**config.mk**
```make
export PLATFORM = sky130hd
export DESIGN_NAME = spi_cmd_tx
export DESIGN_NICKNAME = d
export VERILOG_FILES = /design/src/rtl/spi_cmd_tx.sv
export SDC_FILE = /design/constraint.sdc
export NUM_CORES = 1
export LEC_CHECK = 0
export BUFFER_PORTS_ARGS = -buffer_cell sky130_fd_sc_hd__buf_2
export CAP_MARGIN = 20
export CORE_MARGIN = 2
export CORE_UTILIZATION = 45
export DETAILED_ROUTE_END_ITERATION = 12
export GPL_ROUTABILITY_DRIVEN = 0
export PLACE_DENSITY = 0.67
export SLEW_MARGIN = 10
export SYNTH_ARGS = -nofsm -noshare
export SYNTH_HDL_FRONTEND = slang
export SYNTH_SLANG_ARGS = --single-unit
```
**constraint.sdc**
```tcl
create_clock -name iclk -period 1.9 [get_ports iclk]
set_clock_uncertainty 0.05 [all_clocks]
set_input_delay 0.095 -clock iclk [delete_from_list [all_inputs] [get_ports iclk]]
set_output_delay 0.095 -clock iclk [all_outputs]
set_load 0.005 [all_outputs]
```
**src/rtl/spi_cmd_tx.sv**
```systemverilog
// Slow-control serial command transmitter: sends an address byte plus 1..MAX_BYTES
// data bytes LSB first on a gated sclk with registered, glitch-free outputs.
module spi_cmd_tx #(
    parameter int unsigned MAX_BYTES = 4,
    parameter int unsigned CLK_DIV   = 2
) (
    input  logic                             iclk,
    input  logic                             rstn,
    input  logic                             start,
    input  logic [7:0]                       addr,
    input  logic [8*MAX_BYTES-1:0]           data,
    input  logic [$clog2(MAX_BYTES+1)-1:0]   num_bytes,
    output logic                             busy,
    output logic                             done,
    output logic                             err,
    output logic                             sclk,
    output logic                             serial_out
);

    localparam int unsigned SH_W  = 8 * (MAX_BYTES + 1);
    localparam int unsigned CNT_W = $clog2(SH_W + 1);
    localparam int unsigned DIV_W = (CLK_DIV > 1) ? $clog2(CLK_DIV) : 1;

    typedef enum logic [1:0] {
        S_IDLE,
        S_LOW,
        S_HIGH,
        S_DONE
    } state_t;

    state_t            r_state,  w_state_nx;
    logic [SH_W-1:0]   r_shift,  w_shift_nx;
    logic [CNT_W-1:0]  r_bits,   w_bits_nx;
    logic [DIV_W-1:0]  r_div,    w_div_nx;
    logic              r_busy,   w_busy_nx;
    logic              r_done,   w_done_nx;
    logic              r_err,    w_err_nx;
    logic              r_sclk,   w_sclk_nx;
    logic              r_so,     w_so_nx;

    logic              w_nb_ok;
    logic              w_div_end;
    logic [CNT_W-1:0]  w_frame_bits;

    assign w_nb_ok      = (num_bytes != '0) && (32'(num_bytes) <= MAX_BYTES);
    assign w_frame_bits = CNT_W'((32'(num_bytes) + 32'd1) << 3);
    assign w_div_end    = (r_div == DIV_W'(CLK_DIV - 1));

    // r_bits counts bits still to send including the one on serial_out
    always_comb begin
        w_state_nx = r_state;
        w_shift_nx = r_shift;
        w_bits_nx  = r_bits;
        w_div_nx   = r_div;
        w_busy_nx  = r_busy;
        w_done_nx  = 1'b0;
        w_err_nx   = 1'b0;
        w_sclk_nx  = r_sclk;
        w_so_nx    = r_so;
        case (r_state)
            S_IDLE: begin
                if (start) begin
                    if (w_nb_ok) begin
                        w_state_nx = S_LOW;
                        w_shift_nx = {data, addr};
                        w_bits_nx  = w_frame_bits;
                        w_div_nx   = '0;
                        w_busy_nx  = 1'b1;
                        w_sclk_nx  = 1'b0;
                        w_so_nx    = addr[0];
                    end else begin
                        w_err_nx   = 1'b1;
                    end
                end
            end
            S_LOW: begin
                if (w_div_end) begin
                    w_div_nx   = '0;
                    w_sclk_nx  = 1'b1;
                    w_state_nx = S_HIGH;
                end else begin
                    w_div_nx   = r_div + DIV_W'(1);
                end
            end
            S_HIGH: begin
                if (w_div_end) begin
                    w_div_nx  = '0;
                    w_sclk_nx = 1'b0;
                    if (r_bits > CNT_W'(1)) begin
                        w_shift_nx = {1'b0, r_shift[SH_W-1:1]};
                        w_so_nx    = r_shift[1];
                        w_bits_nx  = r_bits - CNT_W'(1);
                        w_state_nx = S_LOW;
                    end else begin
                        w_so_nx    = 1'b0;
                        w_bits_nx  = '0;
                        w_done_nx  = 1'b1;
                        w_state_nx = S_DONE;
                    end
                end else begin
                    w_div_nx = r_div + DIV_W'(1);
                end
            end
            S_DONE: begin
                w_busy_nx  = 1'b0;
                w_shift_nx = '0;
                w_state_nx = S_IDLE;
            end
            default: begin
                w_state_nx = S_IDLE;
            end
        endcase
    end

    always_ff @(posedge iclk or negedge rstn) begin
        if (!rstn) begin
            r_state <= S_IDLE;
            r_shift <= '0;
            r_bits  <= '0;
            r_div   <= '0;
            r_busy  <= 1'b0;
            r_done  <= 1'b0;
            r_err   <= 1'b0;
            r_sclk  <= 1'b0;
            r_so    <= 1'b0;
        end else begin
            r_state <= w_state_nx;
            r_shift <= w_shift_nx;
            r_bits  <= w_bits_nx;
            r_div   <= w_div_nx;
            r_busy  <= w_busy_nx;
            r_done  <= w_done_nx;
            r_err   <= w_err_nx;
            r_sclk  <= w_sclk_nx;
            r_so    <= w_so_nx;
        end
    end

    assign busy       = r_busy;
    assign done       = r_done;
    assign err        = r_err;
    assign sclk       = r_sclk;
    assign serial_out = r_so;

endmodule

```
### Word level (Yosys, flattened, before mapping)

Cells that the tools add are included.

| operators by class | value |
|---|---|
| reduce and logical (&&, ||, !) cells | 15 |
| $add $sub $neg | 3 |
| order comparisons | 2 |
| mux-type cells | 37 |
| eq/ne operators | 8 |

Operators with widths:

| kind | count |
|---|---|
| 2-to-1 mux 40 bit | 4 |
| one-hot mux 40 bit (3 select lines) | 1 |
| 2-to-1 mux 6 bit | 4 |
| 2-to-1 mux 1 bit | 17 |
| one-hot mux 6 bit (2 select lines) | 1 |
| 2-to-1 mux 2 bit | 5 |
| inequality test 2 bit, second input constant | 5 |
| AND reduction 5 bit | 2 |
| nonzero test 3 bit | 3 |
| one-hot mux 2 bit (4 select lines) | 1 |
| AND reduction 4 bit | 2 |
| greater-than comparator 6 x 1 -> 1 bit, second input constant | 1 |
| one-hot mux 1 bit (2 select lines) | 3 |
| AND reduction 3 bit | 2 |
| nonzero test 2 bit | 3 |
| subtractor 6 x 1 -> 6 bit, second input constant | 1 |
| == test 2 bit, second input constant | 2 |
| adder 3 x 1 -> 3 bit, second input constant | 1 |
| <= comparator 3 bit, second input constant | 1 |
| one-hot mux 1 bit (3 select lines) | 1 |
| == test 2 x 1 -> 1 bit, second input constant | 1 |
| logical NOT 2 bit | 1 |
| OR reduction 2 bit | 1 |
| adder 1 bit, second input constant | 1 |
| logical AND 1 bit | 1 |

| storage, ports and cells | value |
|---|---|
| word-level logic and storage cells | 74 |
| output and inout bits | 5 |
| input port bits | 46 |
| flip-flop bits (word level) | 54 |

### Depth between registers and ports, before layout

| logic depth | value |
|---|---|
| word-level depth | 5 |
| mapped depth | 8 |
| gate-level depth less buffers | 6 |

### Least setup slack after synthesis

OpenSTA, ideal clock, no wires.

| path | value |
|---|---|
| path kind | register to register |
| start point | reg r_state[0] |
| end point | reg r_shift[17] |
| data required time | 1725 ps |
| setup time | 125 ps |
| period minus slack after synthesis | 2093 ps |
| arrival time | 1918 ps |
| path buffers | 2 |
| cell stages (with the launch flop) | 9 |
| slack | -193 ps |
| path through | dfrtp_1 -> inv_1 -> ha_1 -> inv_1 -> o211ai_1 -> a211oi_2 -> buf_6 -> buf_6 -> mux2_4 |

| between the ends | value |
|---|---|
| cells in the longest elaborated chain, start to end | 3 |
| elaborated cells between the ends (all ways) | 10 |
| classes of those cells | 6 x eq/ne; 1 x mux; 3 x reduce/logical |

Ends and longest elaborated chain:

| item | RTL line | source |
|---|---|---|
| start, declared | 31 | `state_t r_state, w_state_nx;` |
| start signal, assigned | 127 | `r_state <= w_state_nx;` |
| == test 2 bit or logical NOT 2 bit (tied branches) | 60 | `case (r_state)` |
| inequality test 2 bit (no line) or nonzero test 3 bit (tied branches) | n/a |  |
| AND reduction 5 bit (no line) | n/a |  |
| end signal, assigned | 128 | `r_shift <= w_shift_nx;` |
| end, declared | 32 | `logic [SH_W-1:0] r_shift, w_shift_nx;` |

Several ways; a longest one is shown, not always the timed one.
A chain may end at the register's enable or synchronous reset.

### Worst setup path in the final report

| path | value |
|---|---|
| start point | reg r_state[1] |
| end point | reg r_shift[30] |

Same word-level chain as after synthesis.

==> summary.md <==
The run finished, with violations left. The final reports fail on negative setup slack. The detailed router put a total of 3370 µm of wire on met1. Net switching is 35.4% of the power.

For the total of max-cap violations, the log shows 0. Data arrives at the worst endpoint at 2100 ps. The region available for standard cell placement spans 0.00599 mm².

The number of optimization iterations in the first detailed-route pass is 4. For the worst-case setup margin in the final layout, the log shows -56.6 ps. At the pin with the least slew margin, the transition time is 589 ps. Yosys printed 0 warnings. The layout-stage area growth over the synthesis result was 35.2%; the violation count after the first detailed-routing iteration was 173. Synthesis handed over a netlist of 250 instances. Longest individual stage delay on the worst path: 440 ps. In the routed layout, each cell is associated on average with a via count of 5.46.

At the later pin of the worst-skew pair, clock insertion delay measures 310 ps. The largest fanout on the critical path was 10. In this run the worst hold path is classified as primary input to flop. Across the VDD grid, the largest voltage drop is 0.000838 V. The library cell used most frequently in the layout, excluding fill and tap cells, is dfrtp_1. The slowest stage of the critical path is the dfrtp_1 cell. The path type of the worst setup path was flop to flop. The tools report the area of the multi-input gates as 0.00152 mm².

The sequential share of power was 27.3%; the fmax was 0.511 GHz. The length in cells of the worst reg-to-reg path works out to 8. The cell area that synthesis handed to floorplanning was 0.00281 mm². The run gives 60.7% as the remaining max-slew budget at the tightest pin. The worst setup path is launched from a flop.

After clock tree synthesis, the clock-pin slew on the worst setup and hold paths is 100 ps. Summed over all cells, the static leakage comes to 1.91 nW. After synthesis, the largest family of logic cells by area is multiplexers.

Summed over all nets, wire length on met2 after detailed routing comes to 2980 µm. The count of boundary I/O pins was 51. After filler insertion, the fill cell instance count of the layout stands at 477. Switching component of the power: 2.63 mW. The number of antenna violations at the first check in global routing was 0. For this run, the post-layout net count is 391. The final-report hold violation count is 0, and the worst hold slack is 74.0 ps. Once the floorplan was initialized, standard cells occupied 46.9% of the core. Summing all flip-flop and latch instances after layout gives 0.00133 mm².

The part of the total power dissipated in the clock network was 10.4%. The number of enable flip-flop cells after synthesis is 0, and the average routed wire per standard cell is 16.3 µm. Entering global routing, the biggest net connects 30 pins. The tools report the placed wire-length estimate after detailed placement as 4300 µm.

TritonCTS built the clock tree. The library cells used most frequently in the layout, excluding fill and tap cells, are dfrtp_1 (53), buf_2 (50), mux2_4 (32), nand2_1 (30), a22o_1 (29). The fraction of final layout cells sized beyond drive strength 1 was 44.5%; the cell-internal power was 4.80 mW.

The simple-gate portion of the synthesized area was 8.77%; the share of the cycle needed by the critical path after routing was 103%. The total length of routed wires was 6730 µm. Of the total power, combinational logic draws 62.2%. XOR/XNOR share of the synthesized area: 0.935%.

The height of the chip is 83.0 µm. For this run, asynchronously set or reset flops after synthesis account for 100%. Counting distinct cell types in the post-synthesis netlist gives 31. The tools report the max-slew violation count as 0. The flip-flop and latch count after synthesis is 53, and the total vias in the final route is 2249. The root buffer cell was clkbuf_8.

After detailed routing, the number of remaining DRC violations is 0. Counting every net in the synthesized netlist gives 305. Along the worst hold path, the cell count comes to 3.

Setup repair after global routing could not meet its margin everywhere. The count of clock tree sinks is 53. In this run the deepest clock path goes through 2 buffers. Summing the sequential cell areas from Yosys gives 47.2% of the chip area. The global-route congestion overflow total is 0, and the final-layout setup total negative slack is -1110 ps.

The repair_antennas step left the layout with diodes totalling 0. Traced cell by cell, the critical path runs through inv_2, ha_4, nand2b_4, o211ai_1, a211oi_4, buf_6, buf_12, mux2_2. The number of global-route vias before repair is 2192, and the worst slack at placement is -88.4 ps. Clock tree synthesis inserted a total of 5 buffers. After detailed routing, no signal wire sits above met4. After routing the design area is 0.00380 mm². The first global-routing pass estimated 10500 µm of wire. The detail route stage leaves a number of antenna-violating nets equal to 0. Input and output buffers added on the ports amount to 50.

After floorplanning, the core was divided into 28 placement rows. The worst setup path is captured at a flop. Summing all placed instances gives a cell area of 0.00339 mm². The multiplexer area fraction after synthesis works out to 18.2%.

The detailed-routed wire length on met3 is 254 µm, and the per-instance average area after synthesis is 11.2 µm². The final-report setup violation count was 38; the area enclosed by the die boundary was 0.00690 mm². The prevailing post-synth register cell was dfrtp_1. The worst path in the final design needs a cycle of 1960 ps, including I/O delays and setup. The complex-gate fraction of the synthesized area is 17.0%. For the H-tree level count, the log shows 2. The floorplan step set the die width to 83.0 µm.

After Yosys synthesis, full adders, half adders and majority gates account for 4.01% of the synthesized area. Data on the critical path is required at its endpoint by 2040 ps. Power spread over the standard cell area amounts to 1960 mW/mm².

For this run, the total global-route usage over all layers was measured as 18.7%.
==> synth_stat cells (2+ instances only) <==
cell,number,area [µm²]
a21oi_1,2,10.0
a22o_1,29,254
buf_2,2,10.0
buf_6,2,22.5
clkbuf_1,10,37.5
dfrtp_1,53,1330
ha_1,9,113
inv_1,10,37.5
mux2_2,30,338
mux2_4,9,135
mux2i_1,4,40.0
nand2_1,30,113
nand2b_1,4,25.0
nand3_1,7,35.0
nor2_1,9,33.8
o211ai_1,2,15.0
o21ai_0,17,85.1
o22ai_1,2,12.5
o2bb2ai_1,4,35.0
o31ai_1,3,22.5
xnor2_1,2,17.5
==> area by class of cell <==
cell class / count / area share [%]
multi-input cells: 173 / 40.0
flip-flops and latches: 53 / 34.9
repair buffers: 93 / 18.7
well taps: 75 / 2.47
clock buffers: 6 / 1.91
clock inverters: 2 / 1.02
inverters: 10 / 0.988
==> worst max-delay path, delay by kind of cell, from the launching register on <==
family | cells | cell delay [ps]
AND/OR/NAND/NOR | 1 | 60
multiplexers | 1 | 340
adder cells (fa/ha/maj) | 1 | 180
flip-flops | 1 | 440
buffers and inverters | 3 | 380
AO/OA/AOI/OAI | 2 | 380
==> metrics by stage <==
stage               power [mW]  cells  util (%)
floorplan                 4.57    250         -
global placement          5.50    391      56.6
detailed placement        5.61    391      56.6
CTS                       6.60    406      59.8
global route              7.88    412      63.4
finish                    7.43    412      63.4
==> layer usage <==
layer  global-route usage [%]  vias to the layer above
li1                         -                     1074
met1                     27.5                     1107
met2                     27.9                       58
met3                     3.18                       10
met4                     6.41                        0
met5                        0                        -
==> what timing repair did <==
action | 4_1_cts | 5_1_grt
hold endpoints to repair | 26 | 0
resized for setup | 1 | 30
endpoints found under the setup margin | 38 | 42
pin swaps | 0 | 1
buffers inserted | 3 | 2
cloned | 1 | 4
hold buffers | 3 | 0
==> sequential cells by signal, summed over array words and instances (netlist names) <==
| register | count |
|---|---|
| busy | 1 |
| done | 1 |
| err | 1 |
| r_bits | 6 |
| r_div | 1 |
| r_shift | 39 |
| r_state | 2 |
| sclk | 1 |
| serial_out | 1 |
==> cell families after synthesis <==
family / after synthesis
compound gates: 64
xor+xnor: 3
fa+ha+maj: 9
buf+inv: 24
flops: 53
mux: 43
simple gates: 54
==> power groups by stage <==
stage	Sequential [mW]	Clock (mW)	Combinational, mW
CTS	2.01	0.792	3.80
detailed placement	2.02	0	3.59
finish	2.03	0.776	4.62
global placement	2.00	0	3.49
floorplan	1.98	0	2.60
global route	2.08	0.841	4.96
==> final timing paths <==
check / startpoint / endpoint / slack (ps)
max: r_state[1] / r_shift[30] / -60
min: data[4] / r_shift[12] / 70
min reg2reg: sclk / sclk / 460
min in group asynchronous: rstn / sclk / 270
max reg2reg: r_state[1] / r_shift[30] / -60
max in group asynchronous: rstn / r_shift[27] / 980
No activity file was read; power rests on OpenSTA's default activity.
